**config.mk**
```make
export PLATFORM = sky130hd
export DESIGN_NAME = fetch_unit
export DESIGN_NICKNAME = d
export VERILOG_FILES = /design/src/rtl/fetch_unit_pkg.sv /design/src/rtl/fetch_unit_fifo.sv /design/src/rtl/fetch_unit.sv
export SDC_FILE = /design/constraint.sdc
export NUM_CORES = 1
export LEC_CHECK = 0
export BUFFER_PORTS_ARGS = -buffer_cell sky130_fd_sc_hd__clkbuf_2
export CORE_MARGIN = 10
export CORE_UTILIZATION = 40
export CTS_CLUSTER_DIAMETER = 60
export DETAILED_ROUTE_END_ITERATION = 8
export SLEW_MARGIN = 30
export SYNTH_ARGS = -nofsm -noshare
export SYNTH_HDL_FRONTEND = slang
export SYNTH_SLANG_ARGS = --single-unit
```
**constraint.sdc**
```tcl
create_clock -name clk -period 8.7 [get_ports clk]
set_input_delay 0.87 -clock clk [delete_from_list [all_inputs] [get_ports clk]]
set_output_delay 0.87 -clock clk [all_outputs]
set_load 0.01 [all_outputs]
```
**src/rtl/fetch_unit_pkg.sv**
```systemverilog
// Shared constants and helpers for the instruction-fetch front end.
package fetch_unit_pkg;

    localparam int          INSTR_W          = 32;
    localparam int          WORD_BYTES       = 4;
    localparam logic [31:0] DEFAULT_RESET_PC = 32'h0000_0000;

    // Width of counters that must hold 0..DEPTH inclusive.
    function automatic int cnt_width(input int depth);
        return $clog2(depth) + 1;
    endfunction

endpackage

```
**src/rtl/fetch_unit_fifo.sv**
```systemverilog
// Prefetch FIFO: registered storage, combinational head read, flush empties it in one edge.
module fetch_unit_fifo
    import fetch_unit_pkg::*;
#(
    parameter int DEPTH = 4,
    parameter int WIDTH = 64
) (
    input  logic                        clk,
    input  logic                        rst_n,
    input  logic                        push_i,
    input  logic [WIDTH-1:0]            data_i,
    input  logic                        pop_i,
    input  logic                        flush_i,
    output logic [WIDTH-1:0]            data_o,
    output logic                        empty_o,
    output logic                        full_o,
    output logic [cnt_width(DEPTH)-1:0] count_o
);

    localparam int             PTR_W   = $clog2(DEPTH);
    localparam logic [PTR_W:0] PTR_ONE = 1;

    logic [PTR_W:0]   wr_ptr_q, wr_ptr_d;
    logic [PTR_W:0]   rd_ptr_q, rd_ptr_d;
    logic [WIDTH-1:0] mem_q [DEPTH];

    always_comb begin
        // NOTE: every always_comb output gets a default first so no path can infer a latch.
        wr_ptr_d = wr_ptr_q;
        rd_ptr_d = rd_ptr_q;
        if (flush_i) begin
            wr_ptr_d = '0;
            rd_ptr_d = '0;
        end else begin
            if (push_i) wr_ptr_d = wr_ptr_q + PTR_ONE;
            if (pop_i)  rd_ptr_d = rd_ptr_q + PTR_ONE;
        end
    end

    always_ff @(posedge clk or negedge rst_n) begin
        // NOTE: sequential state is updated only with non-blocking assignments.
        if (!rst_n) begin
            wr_ptr_q <= '0;
            rd_ptr_q <= '0;
        end else begin
            wr_ptr_q <= wr_ptr_d;
            rd_ptr_q <= rd_ptr_d;
        end
    end

    // NOTE: storage is deliberately not reset; the empty flag guards every read of it.
    always_ff @(posedge clk) begin
        if (push_i && !flush_i) mem_q[wr_ptr_q[PTR_W-1:0]] <= data_i;
    end

    assign data_o  = mem_q[rd_ptr_q[PTR_W-1:0]];
    assign count_o = wr_ptr_q - rd_ptr_q;
    assign empty_o = (wr_ptr_q == rd_ptr_q);
    assign full_o  = (count_o == cnt_width(DEPTH)'(DEPTH));

endmodule

```
**src/rtl/fetch_unit.sv**
```systemverilog
// Instruction-fetch front end: credit-limited in-order imem reads, prefetch FIFO, redirect flush.
// Optional FETCH_PERF_EN adds saturating flush/stall event counters.
module fetch_unit
    import fetch_unit_pkg::*;
#(
    parameter int                ADDR_W   = 32,
    parameter int                DEPTH    = 4,
    parameter logic [ADDR_W-1:0] RESET_PC = ADDR_W'(DEFAULT_RESET_PC)
) (
    input  logic               clk,
    input  logic               rst_n,
    output logic               imem_req_valid_o,
    input  logic               imem_req_ready_i,
    output logic [ADDR_W-1:0]  imem_req_addr_o,
    input  logic               imem_rsp_valid_i,
    input  logic [INSTR_W-1:0] imem_rsp_data_i,
    input  logic               redirect_i,
    input  logic [ADDR_W-1:0]  redirect_pc_i,
    output logic               instr_valid_o,
    input  logic               instr_ready_i,
    output logic [INSTR_W-1:0] instr_o,
    output logic [ADDR_W-1:0]  instr_pc_o
`ifdef FETCH_PERF_EN
    ,
    output logic [15:0]        perf_flush_o,
    output logic [15:0]        perf_stall_o
`endif
);

    localparam int                CNT_W   = cnt_width(DEPTH);
    localparam logic [CNT_W-1:0]  CNT_ONE = 1;
    localparam logic [ADDR_W-1:0] PC_STEP = ADDR_W'(WORD_BYTES);

    logic [ADDR_W-1:0]         pc_q, pc_d;
    logic [ADDR_W-1:0]         rsp_pc_q, rsp_pc_d;
    logic [CNT_W-1:0]          outst_q, outst_d;
    logic [CNT_W-1:0]          drop_q, drop_d;
    logic [CNT_W-1:0]          fifo_count;
    logic [CNT_W:0]            in_use;
    logic                      run_q;
    logic                      req_hs, rsp_keep, fifo_push, pop;
    logic                      fifo_empty, fifo_full;
    logic [ADDR_W+INSTR_W-1:0] fifo_head;
    logic [ADDR_W-1:0]         redirect_target;

    // Requests are held off for the first cycle out of reset so none leak while reset is low.
    assign in_use           = {1'b0, outst_q} + {1'b0, fifo_count};
    assign imem_req_valid_o = run_q && !redirect_i && (in_use < (CNT_W+1)'(DEPTH));
    assign imem_req_addr_o  = pc_q;
    assign req_hs           = imem_req_valid_o && imem_req_ready_i;
    assign redirect_target  = {redirect_pc_i[ADDR_W-1:2], 2'b00};

    assign rsp_keep  = imem_rsp_valid_i && (drop_q == '0) && !redirect_i;
    assign fifo_push = rsp_keep && (!fifo_full || pop);
    assign pop       = instr_valid_o && instr_ready_i && !redirect_i;

    always_comb begin
        pc_d     = pc_q;
        rsp_pc_d = rsp_pc_q;
        outst_d  = outst_q;
        drop_d   = drop_q;
        if (redirect_i) begin
            // A response in this cycle belongs to an already-counted request, so it retires one.
            pc_d     = redirect_target;
            rsp_pc_d = redirect_target;
            outst_d  = '0;
            drop_d   = drop_q + outst_q - (imem_rsp_valid_i ? CNT_ONE : '0);
        end else begin
            if (req_hs) pc_d = pc_q + PC_STEP;
            if (imem_rsp_valid_i) begin
                if (drop_q != '0) begin
                    drop_d = drop_q - CNT_ONE;
                end else begin
                    outst_d  = outst_q - CNT_ONE;
                    rsp_pc_d = rsp_pc_q + PC_STEP;
                end
            end
            if (req_hs) outst_d = outst_d + CNT_ONE;
        end
    end

    always_ff @(posedge clk or negedge rst_n) begin
        if (!rst_n) begin
            pc_q     <= RESET_PC;
            rsp_pc_q <= RESET_PC;
            outst_q  <= '0;
            drop_q   <= '0;
            run_q    <= 1'b0;
        end else begin
            pc_q     <= pc_d;
            rsp_pc_q <= rsp_pc_d;
            outst_q  <= outst_d;
            drop_q   <= drop_d;
            run_q    <= 1'b1;
        end
    end

    fetch_unit_fifo #(
        .DEPTH (DEPTH),
        .WIDTH (ADDR_W + INSTR_W)
    ) u_fifo (
        .clk     (clk),
        .rst_n   (rst_n),
        .push_i  (fifo_push),
        .data_i  ({rsp_pc_q, imem_rsp_data_i}),
        .pop_i   (pop),
        .flush_i (redirect_i),
        .data_o  (fifo_head),
        .empty_o (fifo_empty),
        .full_o  (fifo_full),
        .count_o (fifo_count)
    );

    assign instr_valid_o = !fifo_empty;
    assign instr_o       = fifo_empty ? '0 : fifo_head[INSTR_W-1:0];
    assign instr_pc_o    = fifo_empty ? '0 : fifo_head[ADDR_W+INSTR_W-1:INSTR_W];

`ifdef FETCH_PERF_EN
    logic [15:0] perf_flush_q, perf_stall_q;

    // A stall is any running, non-redirect cycle in which no request was accepted.
    always_ff @(posedge clk or negedge rst_n) begin
        if (!rst_n) begin
            perf_flush_q <= '0;
            perf_stall_q <= '0;
        end else begin
            if (redirect_i && perf_flush_q != 16'hFFFF)
                perf_flush_q <= perf_flush_q + 16'd1;
            if (run_q && !redirect_i && !req_hs && perf_stall_q != 16'hFFFF)
                perf_stall_q <= perf_stall_q + 16'd1;
        end
    end

    assign perf_flush_o = perf_flush_q;
    assign perf_stall_o = perf_stall_q;
`endif

endmodule

```
==> metrics.cfg <==
[synthesis]
async_flop_share_pct=22.74
synthFlopType=edfxtp_1
syn_area_per_cell_um2=15.94
yosysSeqAreaShare_pct=67.33
synth-seq-cells=321
synth_edf_count=248
synth_warnings=0
ys_types=54
syn_area_um2=13770
synth_cells=864

[cts]
numClockSinks=321
insertion_delay_ps=520
cts_hold_buf=0
clk_pin_slew_ps=60
tritoncts=yes
numCtsBuffers=38
clockBufferDepth=3
clockRootBuffer=clkbuf_16
cts_max_level=2
post_cts_resized=0
cts_setup_buffers=0

[global_route]
first_global_vias=8515
grt_max_degree=67
grt_antenna_before_repair=0
grt_overflow=0
busiest_layer=met2
grtUsageMet3_pct=3.711
grt_pass1_wl_mm=48.47
grt_usage_pct=14.55
met2_usage_pct=22.70
grtUsageMet1_pct=20.01

[layout]
layout_commonest_cell=edfxtp_1
area_delta_synth_final_pct=18.28
multiInputGateArea_um2=4228
n_fill_cell=2923
drive_gt1_share_pct=30.73
fin_area_um2=16290
register_area_um2=9279
diodes=0
layout_common_cells=248 x edfxtp_1, 160 x clkbuf_2, 71 x dfrtp_1
finalNetCount=1125

[drt]
postRouteAntennaNets=0
drtIter0Drc=374
drcViolationCount=0
wl_mm=30.73
dr.pass1.iters=5
post_drt_wl_per_cell_um=20.33
num_vias=7911
vias_per_cell=5.232

[pwr]
p_switching_w=0.001091
power.share.clock_pct=37.6
power_per_cell_area_nw_per_um2=250.9
power_frac_comb_pct=17.5
pwr-share-seq_pct=44.8
power.leakage_nw=5.898
switching_share_pct=26.70
p_int_w=0.002996
max-vdd-ir-drop_uv=134.1

[placement]
portBuffers=161
placed_cell_area_um2=15050
gp_congestion=0.8428
post-dp-hpwl_mm=19.29
pre_cts_slack_ps=4558

[sta]
rsz0062_at_grt=no
fin_crit_sh_pct=47.27
tightestPinTransition_ps=863.9
hold_ws_ps=399.3
hold_violations=0
setup_viol=0
slew_headroom_pct=41.50
finClkSkew_ps=23.51
fmax_ghz=0.2431
worst_slack_ps=4587
layout_min_cycle_time_ps=4113
drv_slew=0
setup_tns_ps=0

[run_status]
status=finished, final reports clean

[floorplan]
dieArea_um2=42250
pin_count=168
die_y_um=205.6
die_w_um=205.6
fp-row-count=67
start_util_pct=40.77
core_area_um2=33780

[critical_path]
timing.rr.start=u_fifo.rd_ptr_q[0]$_DFFE_PN0P_
cp-end-kind=output pin
timing.rr.end=imem_req_addr_o[25]$_DFFE_PN0P_
crit_arrival_ps=3240
critPathMaxFanout=31
r2r_setup_slack_ps=4630
worst-endpoint-required_ps=7830
worstSetupStartpointType=register
r2r.worst_path.cells=10
critPathKind=reg2out

[hold_path]
min-delay-path-class=in2async

[job]
maxCapViolCount=0

cell families (layout without fill, tap and decap cells):
| logic type | after synthesis | after routing | share of synthesized area (%) |
|---|---|---|---|
| AO/OA/AOI/OAI | 80 | 80 | 3.552 |
| other | 2 | 5 | 0.05453 |
| flip-flops | 321 | 321 | 67.33 |
| buffers and inverters | 66 | 263 | 2.171 |
| XOR/XNOR | 49 | 49 | 3.216 |
| AND/OR/NAND/NOR | 251 | 251 | 10.56 |
| multiplexers | 75 | 75 | 11.19 |
| adder cells (fa/ha/maj) | 20 | 20 | 1.926 |
flip-flops by register name, indices dropped and copies added (netlist names):
register         cells
outst_q              3
u_fifo.wr_ptr_q      3
run_q                1
rsp_pc_q            30
u_fifo.mem_q       248
u_fifo.rd_ptr_q      3
imem_req_addr_o     30
drop_q               3
through the flow:
step / instances / total power (W) / util [%]
2_1_floorplan: 867 / 0.002319 / -
3_3_place_gp: 1442 / 0.002592 / 44.48
3_5_place_dp: 1443 / 0.002603 / 44.56
4_1_cts: 1512 / 0.004157 / 48.21
5_1_grt: 1512 / 0.004301 / 48.22
6_report: 1512 / 0.004087 / 48.22
critical path, stage by stage (launching register included):
cell and delay [ps]:
dfrtp_4 840, ha_1 240, inv_1 50, fa_1 390, xnor3_1 210, ha_1 220
nor4_4 370, nand2_1 90, nor2_1 160, clkbuf_2 160
metal layers:
metal	part of all wire (%)	wire, um
met1	46	14070
met2	46	14150
met3	6.6	2013
met4	1.6	500
met5	0	0
power groups by stage:
stage	sequential [W]	clock (W)	combinational, W
finish	0.00183	0.00154	0.000716
CTS	0.00183	0.00158	0.000741
global placement	0.00186	0	0.000730
floorplan	0.00182	0	0.000494
detailed placement	0.00186	0	0.000739
global route	0.00185	0.00165	0.000808
Yosys cell counts (4+ instances only):
| master | number | area share, % |
|---|---|---|
| mux2_2 | 12 | 0.98 |
| a31oi_1 | 6 | 0.27 |
| buf_2 | 8 | 0.29 |
| a21oi_1 | 9 | 0.33 |
| o21ai_0 | 37 | 1.3 |
| nand3_1 | 30 | 1.1 |
| or4_1 | 4 | 0.22 |
| o311ai_0 | 7 | 0.45 |
| xnor2_1 | 19 | 1.2 |
| nand2_1 | 56 | 1.5 |
| clkbuf_1 | 27 | 0.74 |
| and4_1 | 4 | 0.25 |
| dfrtp_1 | 73 | 13 |
| xor2_1 | 29 | 1.8 |
| and2_1 | 69 | 3.1 |
| nand4_1 | 19 | 0.86 |
| edfxtp_1 | 248 | 54 |
| inv_1 | 21 | 0.57 |
| ha_1 | 18 | 1.6 |
| o211ai_1 | 12 | 0.65 |
| buf_4 | 5 | 0.27 |
| nand3_2 | 4 | 0.29 |
| or3_1 | 4 | 0.18 |
| mux4_2 | 62 | 10 |
| nor2_1 | 23 | 0.63 |
| and3_1 | 8 | 0.36 |
| nor3_1 | 11 | 0.40 |
layout make-up:
class	instances	area share, %
Clock buffer	46	6.275
Clock inverter	23	1.290
Inverter	22	0.5069
Multi-Input combinational cell	480	25.95
Sequential cell	321	56.96
Tap cell	448	3.441
Timing Repair Buffer	172	5.576
worst max path at each step:
stage	startpoint	endpoint	cells after the start
3_5_place_dp	u_fifo.rd_ptr_q[0]$_DFFE_PN0P_	u_fifo.mem_q[1][24]$_DFFE_PP_	9
5_1_grt	u_fifo.rd_ptr_q[0]$_DFFE_PN0P_	imem_req_valid_o	9
3_3_place_gp	u_fifo.rd_ptr_q[0]$_DFFE_PN0P_	u_fifo.mem_q[1][40]$_DFFE_PP_	9
6_report	u_fifo.rd_ptr_q[0]$_DFFE_PN0P_	imem_req_valid_o	9
4_1_cts	u_fifo.rd_ptr_q[0]$_DFFE_PN0P_	imem_req_valid_o	9
2_1_floorplan	u_fifo.rd_ptr_q[1]$_DFFE_PN0P_	u_fifo.mem_q[3][0]$_DFFE_PP_	8
Power figures use the tool's default switching activity.
